### src/rtl/lc3_control_fsm_if.sv
// Control bundle between the LC-3 sequencer and its datapath: IR/flags/memory-ready in, controls out.
// Latency: pure wiring, no storage.
// Backpressure: mem_ready stalls the sequencer in its memory states; nothing else pushes back.
interface lc3_control_fsm_if #(
   parameter int IR_W  = 16,
   parameter int REG_W = 3
);
   logic [IR_W-1:0]  IR;
   logic             N;
   logic             Z;
   logic             P;
   logic             mem_ready;
   logic [1:0]       aluControl;
   logic             enaALU;
   logic             enaMARM;
   logic             enaMDR;
   logic             enaPC;
   logic             selMAR;
   logic             selEAB1;
   logic [1:0]       selEAB2;
   logic [1:0]       selPC;
   logic             selMDR;
   logic             selALUB;
   logic             ldPC;
   logic             ldIR;
   logic             ldMAR;
   logic             ldMDR;
   logic [REG_W-1:0] SR1;
   logic [REG_W-1:0] SR2;
   logic [REG_W-1:0] DR;
   logic             regWE;
   logic             memWE;
   logic             halt;
   logic [5:0]       state;

   // Sequencer side.
   modport master (
      input  IR, N, Z, P, mem_ready,
      output aluControl, enaALU, enaMARM, enaMDR, enaPC, selMAR, selEAB1, selEAB2,
             selPC, selMDR, selALUB, ldPC, ldIR, ldMAR, ldMDR, SR1, SR2, DR,
             regWE, memWE, halt, state
   );

   // Datapath side.
   modport slave (
      output IR, N, Z, P, mem_ready,
      input  aluControl, enaALU, enaMARM, enaMDR, enaPC, selMAR, selEAB1, selEAB2,
             selPC, selMDR, selALUB, ldPC, ldIR, ldMAR, ldMDR, SR1, SR2, DR,
             regWE, memWE, halt, state
   );
endinterface

### src/rtl/lc3_control_fsm.sv
// LC-3 Moore control unit sequencing fetch/decode/execute for ADD/AND/NOT/BR/LD/ST/LEA/JMP.
// Latency: 5 cycles ALU/LEA/JMP/BR-not-taken, 6 BR taken, 7 LD/ST from FETCH1 with ready memory.
// Backpressure: states 33/25/16 hold while mem_ready is low (when MEM_WAIT=1); all others advance.
module lc3_control_fsm #(
   parameter int IR_W            = 16,
   parameter int NUM_REGS        = 8,
   parameter bit MEM_WAIT        = 1'b1,
   parameter bit ENABLE_IMM      = 1'b1,
   parameter bit HALT_ON_ILLEGAL = 1'b1
) (
   input logic             clk,
   input logic             reset,
   lc3_control_fsm_if.master bus
);
   localparam int REG_W = (NUM_REGS > 1) ? $clog2(NUM_REGS) : 1;

   // Encodings match the classic LC-3 microsequencer state numbers so debug dumps line up.
   typedef enum logic [5:0] {
      S_BR       = 6'd0,
      S_ADD      = 6'd1,
      S_LD       = 6'd2,
      S_ST       = 6'd3,
      S_AND      = 6'd5,
      S_NOT      = 6'd9,
      S_JMP      = 6'd12,
      S_LEA      = 6'd14,
      S_ST_MEM   = 6'd16,
      S_FETCH1   = 6'd18,
      S_BR_TAKEN = 6'd22,
      S_ST_DATA  = 6'd23,
      S_LD_MEM   = 6'd25,
      S_LD_WB    = 6'd27,
      S_DECODE   = 6'd32,
      S_FETCH2   = 6'd33,
      S_FETCH3   = 6'd35,
      S_START    = 6'd62,
      S_HALT     = 6'd63
   } state_t;

   state_t state_q;
   state_t state_d;

   logic [3:0]       opcode;
   logic [REG_W-1:0] f_dr;
   logic [REG_W-1:0] f_sr1;
   logic [REG_W-1:0] f_sr2;
   logic             mem_ok;
   logic             br_taken;
   logic             unused_ir;

   assign opcode    = bus.IR[IR_W-1 -: 4];
   assign f_dr      = REG_W'(bus.IR[11:9]);
   assign f_sr1     = REG_W'(bus.IR[8:6]);
   assign f_sr2     = REG_W'(bus.IR[2:0]);
   // Single-cycle memory builds simply never wait on the handshake.
   assign mem_ok    = !MEM_WAIT || bus.mem_ready;
   assign br_taken  = (bus.IR[11] & bus.N) | (bus.IR[10] & bus.Z) | (bus.IR[9] & bus.P);
   assign unused_ir = ^bus.IR;
   assign bus.state = state_q;

   // State register; reset drops straight to START so an in-flight write is cut off.
   always_ff @(posedge clk or negedge reset) begin
      if (!reset) state_q <= S_START;
      else        state_q <= state_d;
   end

   // Next-state and Moore outputs; everything defaults low so unlisted controls stay idle.
   always_comb begin
      state_d        = state_q;
      bus.aluControl = 2'b00;
      bus.enaALU     = 1'b0;
      bus.enaMARM    = 1'b0;
      bus.enaMDR     = 1'b0;
      bus.enaPC      = 1'b0;
      bus.selMAR     = 1'b0;
      bus.selEAB1    = 1'b0;
      bus.selEAB2    = 2'b00;
      bus.selPC      = 2'b00;
      bus.selMDR     = 1'b0;
      bus.selALUB    = 1'b0;
      bus.ldPC       = 1'b0;
      bus.ldIR       = 1'b0;
      bus.ldMAR      = 1'b0;
      bus.ldMDR      = 1'b0;
      bus.SR1        = '0;
      bus.SR2        = '0;
      bus.DR         = '0;
      bus.regWE      = 1'b0;
      bus.memWE      = 1'b0;
      bus.halt       = 1'b0;
      case (state_q)
         S_START:  state_d = S_FETCH1;
         S_FETCH1: begin
            bus.enaPC = 1'b1;
            bus.ldMAR = 1'b1;
            bus.ldPC  = 1'b1;
            state_d   = S_FETCH2;
         end
         S_FETCH2: begin
            bus.selMDR = 1'b1;
            bus.ldMDR  = 1'b1;
            if (mem_ok) state_d = S_FETCH3;
         end
         S_FETCH3: begin
            bus.enaMDR = 1'b1;
            bus.ldIR   = 1'b1;
            state_d    = S_DECODE;
         end
         S_DECODE: begin
            case (opcode)
               4'b0001: state_d = S_ADD;
               4'b0101: state_d = S_AND;
               4'b1001: state_d = S_NOT;
               4'b0000: state_d = S_BR;
               4'b0010: state_d = S_LD;
               4'b0011: state_d = S_ST;
               4'b1110: state_d = S_LEA;
               4'b1100: state_d = S_JMP;
               default: state_d = HALT_ON_ILLEGAL ? S_HALT : S_FETCH1;
            endcase
         end
         S_ADD, S_AND, S_NOT: begin
            bus.DR         = f_dr;
            bus.SR1        = f_sr1;
            bus.SR2        = f_sr2;
            bus.enaALU     = 1'b1;
            bus.regWE      = 1'b1;
            bus.aluControl = (state_q == S_ADD) ? 2'b01 : (state_q == S_AND) ? 2'b10 : 2'b11;
            bus.selALUB    = (state_q != S_NOT) && ENABLE_IMM && bus.IR[5];
            state_d        = S_FETCH1;
         end
         S_BR:     state_d = br_taken ? S_BR_TAKEN : S_FETCH1;
         S_BR_TAKEN: begin
            bus.selEAB2 = 2'b10;
            bus.selPC   = 2'b10;
            bus.ldPC    = 1'b1;
            state_d     = S_FETCH1;
         end
         S_LD, S_ST: begin
            bus.selEAB2 = 2'b10;
            bus.selMAR  = 1'b1;
            bus.enaMARM = 1'b1;
            bus.ldMAR   = 1'b1;
            state_d     = (state_q == S_LD) ? S_LD_MEM : S_ST_DATA;
         end
         S_LD_MEM: begin
            bus.selMDR = 1'b1;
            bus.ldMDR  = 1'b1;
            if (mem_ok) state_d = S_LD_WB;
         end
         S_LD_WB: begin
            bus.enaMDR = 1'b1;
            bus.DR     = f_dr;
            bus.regWE  = 1'b1;
            state_d    = S_FETCH1;
         end
         S_ST_DATA: begin
            // Store data comes from the SR field at IR[11:9], passed through the ALU.
            bus.SR1    = f_dr;
            bus.enaALU = 1'b1;
            bus.ldMDR  = 1'b1;
            state_d    = S_ST_MEM;
         end
         S_ST_MEM: begin
            bus.memWE = 1'b1;
            if (mem_ok) state_d = S_FETCH1;
         end
         S_LEA: begin
            bus.selEAB2 = 2'b10;
            bus.selMAR  = 1'b1;
            bus.enaMARM = 1'b1;
            bus.DR      = f_dr;
            bus.regWE   = 1'b1;
            state_d     = S_FETCH1;
         end
         S_JMP: begin
            bus.SR1    = f_sr1;
            bus.enaALU = 1'b1;
            bus.selPC  = 2'b01;
            bus.ldPC   = 1'b1;
            state_d    = S_FETCH1;
         end
         S_HALT:   bus.halt = 1'b1;
         default:  state_d = S_START;
      endcase
   end
endmodule
### src/flat_wrapper.sv
// flat-port wrapper written by rule: the top's interface ports become plain ports
module lc3_control_fsm_flat 
#(
   parameter int IR_W            = 16,
   parameter int NUM_REGS        = 8,
   parameter bit MEM_WAIT        = 1'b1,
   parameter bit ENABLE_IMM      = 1'b1,
   parameter bit HALT_ON_ILLEGAL = 1'b1
)
  (clk, reset, bus_IR, bus_N, bus_Z, bus_P, bus_mem_ready, bus_aluControl, bus_enaALU, bus_enaMARM, bus_enaMDR, bus_enaPC, bus_selMAR, bus_selEAB1, bus_selEAB2, bus_selPC, bus_selMDR, bus_selALUB, bus_ldPC, bus_ldIR, bus_ldMAR, bus_ldMDR, bus_SR1, bus_SR2, bus_DR, bus_regWE, bus_memWE, bus_halt, bus_state);
  lc3_control_fsm_if #(.IR_W(IR_W)) bus_i ();
  input logic clk;
  input logic reset;
  input wire logic [$bits(bus_i.IR)-1:0] bus_IR;
  input wire logic [$bits(bus_i.N)-1:0] bus_N;
  input wire logic [$bits(bus_i.Z)-1:0] bus_Z;
  input wire logic [$bits(bus_i.P)-1:0] bus_P;
  input wire logic [$bits(bus_i.mem_ready)-1:0] bus_mem_ready;
  output wire logic [$bits(bus_i.aluControl)-1:0] bus_aluControl;
  output wire logic [$bits(bus_i.enaALU)-1:0] bus_enaALU;
  output wire logic [$bits(bus_i.enaMARM)-1:0] bus_enaMARM;
  output wire logic [$bits(bus_i.enaMDR)-1:0] bus_enaMDR;
  output wire logic [$bits(bus_i.enaPC)-1:0] bus_enaPC;
  output wire logic [$bits(bus_i.selMAR)-1:0] bus_selMAR;
  output wire logic [$bits(bus_i.selEAB1)-1:0] bus_selEAB1;
  output wire logic [$bits(bus_i.selEAB2)-1:0] bus_selEAB2;
  output wire logic [$bits(bus_i.selPC)-1:0] bus_selPC;
  output wire logic [$bits(bus_i.selMDR)-1:0] bus_selMDR;
  output wire logic [$bits(bus_i.selALUB)-1:0] bus_selALUB;
  output wire logic [$bits(bus_i.ldPC)-1:0] bus_ldPC;
  output wire logic [$bits(bus_i.ldIR)-1:0] bus_ldIR;
  output wire logic [$bits(bus_i.ldMAR)-1:0] bus_ldMAR;
  output wire logic [$bits(bus_i.ldMDR)-1:0] bus_ldMDR;
  output wire logic [$bits(bus_i.SR1)-1:0] bus_SR1;
  output wire logic [$bits(bus_i.SR2)-1:0] bus_SR2;
  output wire logic [$bits(bus_i.DR)-1:0] bus_DR;
  output wire logic [$bits(bus_i.regWE)-1:0] bus_regWE;
  output wire logic [$bits(bus_i.memWE)-1:0] bus_memWE;
  output wire logic [$bits(bus_i.halt)-1:0] bus_halt;
  output wire logic [$bits(bus_i.state)-1:0] bus_state;
  assign bus_i.IR = bus_IR;
  assign bus_i.N = bus_N;
  assign bus_i.Z = bus_Z;
  assign bus_i.P = bus_P;
  assign bus_i.mem_ready = bus_mem_ready;
  assign bus_aluControl = bus_i.aluControl;
  assign bus_enaALU = bus_i.enaALU;
  assign bus_enaMARM = bus_i.enaMARM;
  assign bus_enaMDR = bus_i.enaMDR;
  assign bus_enaPC = bus_i.enaPC;
  assign bus_selMAR = bus_i.selMAR;
  assign bus_selEAB1 = bus_i.selEAB1;
  assign bus_selEAB2 = bus_i.selEAB2;
  assign bus_selPC = bus_i.selPC;
  assign bus_selMDR = bus_i.selMDR;
  assign bus_selALUB = bus_i.selALUB;
  assign bus_ldPC = bus_i.ldPC;
  assign bus_ldIR = bus_i.ldIR;
  assign bus_ldMAR = bus_i.ldMAR;
  assign bus_ldMDR = bus_i.ldMDR;
  assign bus_SR1 = bus_i.SR1;
  assign bus_SR2 = bus_i.SR2;
  assign bus_DR = bus_i.DR;
  assign bus_regWE = bus_i.regWE;
  assign bus_memWE = bus_i.memWE;
  assign bus_halt = bus_i.halt;
  assign bus_state = bus_i.state;
  lc3_control_fsm #(.IR_W(IR_W), .NUM_REGS(NUM_REGS), .MEM_WAIT(MEM_WAIT), .ENABLE_IMM(ENABLE_IMM), .HALT_ON_ILLEGAL(HALT_ON_ILLEGAL)) u_core (.clk(clk), .reset(reset), .bus(bus_i));
endmodule
### config.mk
export PLATFORM = sky130hd
export DESIGN_NAME = lc3_control_fsm_flat
export DESIGN_NICKNAME = d
export VERILOG_FILES = /design/src/rtl/lc3_control_fsm_if.sv /design/src/rtl/lc3_control_fsm.sv /design/src/flat_wrapper.sv
export SDC_FILE = /design/constraint.sdc
export NUM_CORES = 1
export LEC_CHECK = 0
export BUFFER_PORTS_ARGS = -buffer_cell sky130_fd_sc_hd__buf_2
export CAP_MARGIN = 0
export CORE_MARGIN = 1
export CORE_UTILIZATION = 45
export DETAILED_ROUTE_END_ITERATION = 8
export PLACE_DENSITY = 0.89
export SETUP_SLACK_MARGIN = 0.2
export SLEW_MARGIN = 0
export SYNTH_ARGS = -nofsm -noshare
export SYNTH_HDL_FRONTEND = slang
export SYNTH_SLANG_ARGS = --single-unit
### constraint.sdc
create_clock -name clk -period 2.78 [get_ports clk]
set_clock_uncertainty 0.2 [all_clocks]
set_input_delay 0.417 -clock clk [delete_from_list [all_inputs] [get_ports clk]]
set_output_delay 0.417 -clock clk [all_outputs]
set_load 0.05 [all_outputs]
-- Word level (Yosys, flattened, before mapping)
Memory sizes are Yosys's and may differ from the RTL's.
Index checks and enable logic that the tools add are counted.
- eq/ne operators: 22
- multiplexer cells: 27
- bitwise logic cells: 6
- reduce and logical (&&, ||, !) cells: 16
- operators with widths (operator ; number):
    one-hot mux 6 bit (11 select lines) ; 1
    equality test 6 x 5 -> 1 bit, second input constant ; 6
    equality test 6 bit, second input constant ; 5
    equality test 6 x 4 -> 1 bit, second input constant ; 3
    2-to-1 mux 6 bit ; 3
    OR reduction 3 bit ; 5
    2-to-1 mux 1 bit ; 14
    equality test 6 x 2 -> 1 bit, second input constant ; 2
    OR reduction 5 bit ; 2
    2-to-1 mux 3 bit ; 3
    OR reduction 4 bit ; 2
    OR reduction 8 bit ; 1
    equality test 6 x 1 -> 1 bit, second input constant ; 1
    equality test 6 x 3 -> 1 bit, second input constant ; 1
    logical NOT 6 bit ; 1
    2-to-1 mux 2 bit ; 3
    inequality test 2 bit, second input constant ; 3
    inequality test 6 x 4 -> 1 bit, second input constant ; 1
    one-hot mux 3 bit (2 select lines) ; 1
    OR reduction 2 bit ; 3
    2-to-1 mux 4 bit ; 1
    one-hot mux 2 bit (2 select lines) ; 1
    AND reduction 4 bit ; 1
    bitwise AND 1 bit ; 3
    other kinds (3) ; 4
- register bits: 6
- memory bits (read-only): 96
- input bits: 22
- output and inout bits: 36
- word-level logic and storage cells: 73
- memories: 1
- memory list (name ; words ; width ; read ports ; clocked after Yosys merged registers in ; wr ports ; line ; RTL):
    (no name shown) ; 16 ; 6 ; 1 ; 0 ; 0 ; lc3_control_fsm.sv:110 ; case (opcode)

-- Logic depth before layout (Yosys ltp)
- word-level depth: 5
- gate-level depth with buffers: 7
- depth with buffers taken out: 5

-- Least setup slack after synthesis
No wires, ideal clock.
- path kind: reg2out
- start: register u_core.state_q[3], in the netlist u_core.bus.state[3]
- end: output bus_selMDR
- data arrival time: 2.886 ns
- setup slack: -0.723 ns
- stages on the path, launching flop included: 5
- path buffers: 1
- path through: dfstp_2 -> buf_2 -> nand2_1 -> o22a_1 -> nor4b_1
- longest elaborated chain between the ends: 3
- RTL lines (item ; line ; RTL):
    from (decl) ; lc3_control_fsm.sv:40 ; state_t state_q;
    from (signal assigned) ; lc3_control_fsm.sv:64 ; else state_q <= state_d;
    equality test 6 bit / equality test 6 x 5 -> 1 bit (equally long branches) ; lc3_control_fsm.sv:91 ; case (state_q)
    OR reduction 2 bit (no line) * ; -- ;
    2-to-1 mux 1 bit * ; lc3_control_fsm.sv:91 ;
    to (decl) ; flat_wrapper.sv:28 ; output wire logic [$bits(bus_i.selMDR)-1:0] bus_selMDR;
Every way passes the cells marked *; elsewhere a longest branch is shown, timed or not.

-- Final worst setup path
- start: register u_core.state_q[1], in the netlist u_core.bus.state[1]
- end: output bus_DR[1]
- longest elaborated chain between the ends: 3
- RTL lines (item ; line ; RTL):
    equality test 6 x 4 -> 1 bit, or another cell as far along ; lc3_control_fsm.sv:91 ;
    OR reduction 5 bit (no line) * ; -- ;
    2-to-1 mux 3 bit * ; lc3_control_fsm.sv:91 ;
    to (decl) ; flat_wrapper.sv:36 ; output wire logic [$bits(bus_i.DR)-1:0] bus_DR;
Marks and branches as above.

==> reports/results.txt <==
Hpwl dp: 2.37 mm
Peak VDD IR: 0.000762 V
RSZ-0062 raised after global routing: true
Total Routing Usage GR: 26.2%
Clock buffer depth: 2
Final Slew Violations: 0
Reg2reg end: u_core.bus.state[4]
Pre-CTS WS: 359 ps
EDFF count, synth: 0
Cell Pwr Density: 757 nW/um^2
Max FO, Critical Path: 21
Overflow after GRT: 0
Iter 0 DRT Violations: 79
Inserted Clock Buffers: 3
# clock sinks: 6
Synth top area share: 12.4%
Number of hold violations in the final report: 0
P_leak: 0.711 nW
WP data required: 2160 ps
Clock-pin slew of the registers on the worst-case setup and hold paths: 50 ps
Register bit total from synthesis: 6
Worst-Skew Late Latency: 250 ps
Critical path endpoint: bus_DR[1]
Dpl cells: 234
Synth area leaders: dfstp_2, nor2_1, nand2b_1
RD Place Congestion: 0.856
Predominant post-synthesis flop cell: dfstp_2
Global-route wire length before repair: 5.12 mm
Async S/R FF share, synth: 100%
Vias: 1441
ANT nets after route: 0
Reg2reg path depth: 6
H-Tree Depth: 1
Multi-input gate area: 953 um^2
Average size of a mapped cell: 6.51 um^2
Internal cell power: 0.000483 W
Die area: 2560 um^2
Seq/Total Area, Yosys: 14.7%
Syn-to-layout area delta: 45.4%
DR DRC count: 0
Setup CP Type: reg -> out
IO Pins: 58
Vias in the first global route: 1154
Status: completed
Gate power share: 68.6%
Sequential cell area: 173 um^2
Root buf cell: clkbuf_4
Setup ws final: 244 ps
Max Freq: 394 MHz
CTS tree: yes
Die height: 50.6 um
Max reg flops: 6
Final period util: 91.2%
Fin cells: 240
Critical path arrival: 1920 ps
Layout cells sized above 1: 47.2%
Setup Viol. Count Final: 0
Routed wire length: 3.52 mm
Yosys cell types: 47
Vias per inst: 6.00
Initial core utilization: 48.0%
Syn. warnings: 0
Core area: 2210 um^2
Reg-to-Reg Start: u_core.bus.state[3]
Die X: 50.6 um
Max-cap viol count: 0
Fillers: 180
Switch Pwr: 0.000686 W
NumNets Final: 235
HP Class: in -> async
Critical Path Source Type: flop
Fin crit period: 2540 ps
Switching Fraction: 58.7%
DR pass1 iterations: 5
Rows: 17
Synth Instances: 163
Yosys top cell by area: dfstp_2
Initial antenna violation count: 0
Post-Syn Area: 1060 um^2
Nature of the critical path endpoint: primary output
Reg power frac: 23.9%
Clk pwr share: 7.6%
Port Buffers: 53
CP startpoint: u_core.bus.state[1]
Routed len/inst: 14.7 um
Largest net degree at the start of global routing: 23
Worst R2R Setup Slack: 610 ps
# diodes: 0
-- per-stage QoR --
stage	TNS (ps)	utilization, %	total power [W]	hold slack, ps	instance area (um^2)
after global routing	0	69.7	0.00124	335	1540
after global placement	0	66.1	0.00100	35.7	1460
after CTS	0	68.4	0.00111	314	1510
final	0	69.7	0.00117	323	1540
after floorplan	-61.3	-	0.000847	-78.6	1200
after detailed placement	0	66.1	0.00101	37.3	1460
-- layout by cell type, fill, tap and decap left out, types with 5 or more instances in the layout --
master / Yosys / routed
a21oi_1: 11 / 10
buf_2: 8 / 51
buf_4: 3 / 10
nand2_1: 15 / 15
nand2b_1: 10 / 10
nand3b_1: 5 / 5
nor2_1: 22 / 20
nor3_4: 1 / 5
o21ai_0: 5 / 5
-- cells in the mapped netlist, types with 2 or more instances --
cell	number
a31oi_1	3
and3_1	3
nand2_1	15
a211oi_1	2
buf_1	2
inv_1	2
nor2_1	22
a21oi_1	11
and2_1	8
or3_1	2
o21ai_0	5
nor3b_1	2
a22o_1	3
nand2b_1	10
buf_2	8
buf_4	3
dfstp_2	5
o21ai_1	4
xnor2_1	3
nor2b_1	2
clkbuf_1	6
or2_1	2
or2_2	2
nor3_1	10
nand4_1	2
nand3b_1	5
-- kinds of logic after synthesis --
| group | Yosys count | synth area share, % |
|---|---|---|
| and+or+nand+nor | 89 | 44.6 |
| AOI/OAI and AO/OA | 42 | 27.6 |
| buffers and inverters | 21 | 9.43 |
| DFF | 6 | 14.7 |
| xor gates and xnor gates | 4 | 3.30 |
| other | 1 | 0.353 |
-- per-layer routing --
layer	global-route usage [%]	routed length, um	vias to the layer above
met2	43.6	1750	100
met1	33.5	1350	657
met4	9.26	85	0
met5	0	0	-
met3	4.85	336	14
li1	-	-	670
-- final cells by class --
cell class | count | area share [%]
Multi-Input combinational cell | 137 | 61.8
Timing Repair Buffer | 63 | 22.5
Sequential cell | 6 | 11.2
Tap cell | 28 | 2.27
Clock buffer | 4 | 1.70
Inverter | 2 | 0.487
-- power by group through the flow --
stage	clock network (W)	registers, W	logic (W)
final	0.0000884	0.000279	0.000801
after global placement	0	0.000277	0.000726
after detailed placement	0	0.000276	0.000733
after CTS	0.0000901	0.000280	0.000743
after floorplan	0	0.000264	0.000584
after global routing	0.0000969	0.000288	0.000851
-- worst min-delay path by stage --
stage / from / endpoint / depth (start not counted)
after floorplan: reset / u_core.bus.state[0] / 0
after global placement: reset / u_core.bus.state[0] / 1
after detailed placement: reset / u_core.bus.state[0] / 1
after CTS: reset / u_core.bus.state[0] / 2
after global routing: reset / u_core.bus.state[0] / 2
final: reset / u_core.bus.state[0] / 2
-- critical path, stage by stage (launching register included) --
cell and delay [ps]:
dfstp_4 740, nand2b_1 160, nor3_1 70, a31oi_1 250, nor2_4 70, and2_4 170
buf_2 210
-- repair_timing --
action,4_1_cts,5_1_grt
buffers inserted,0,1
resized for setup,4,8
pin swaps,0,1
setup endpoints to repair,10,14
endpoints found under the hold margin,6,0
hold buffers,1,0
No activity file was read; power rests on OpenSTA's default activity.
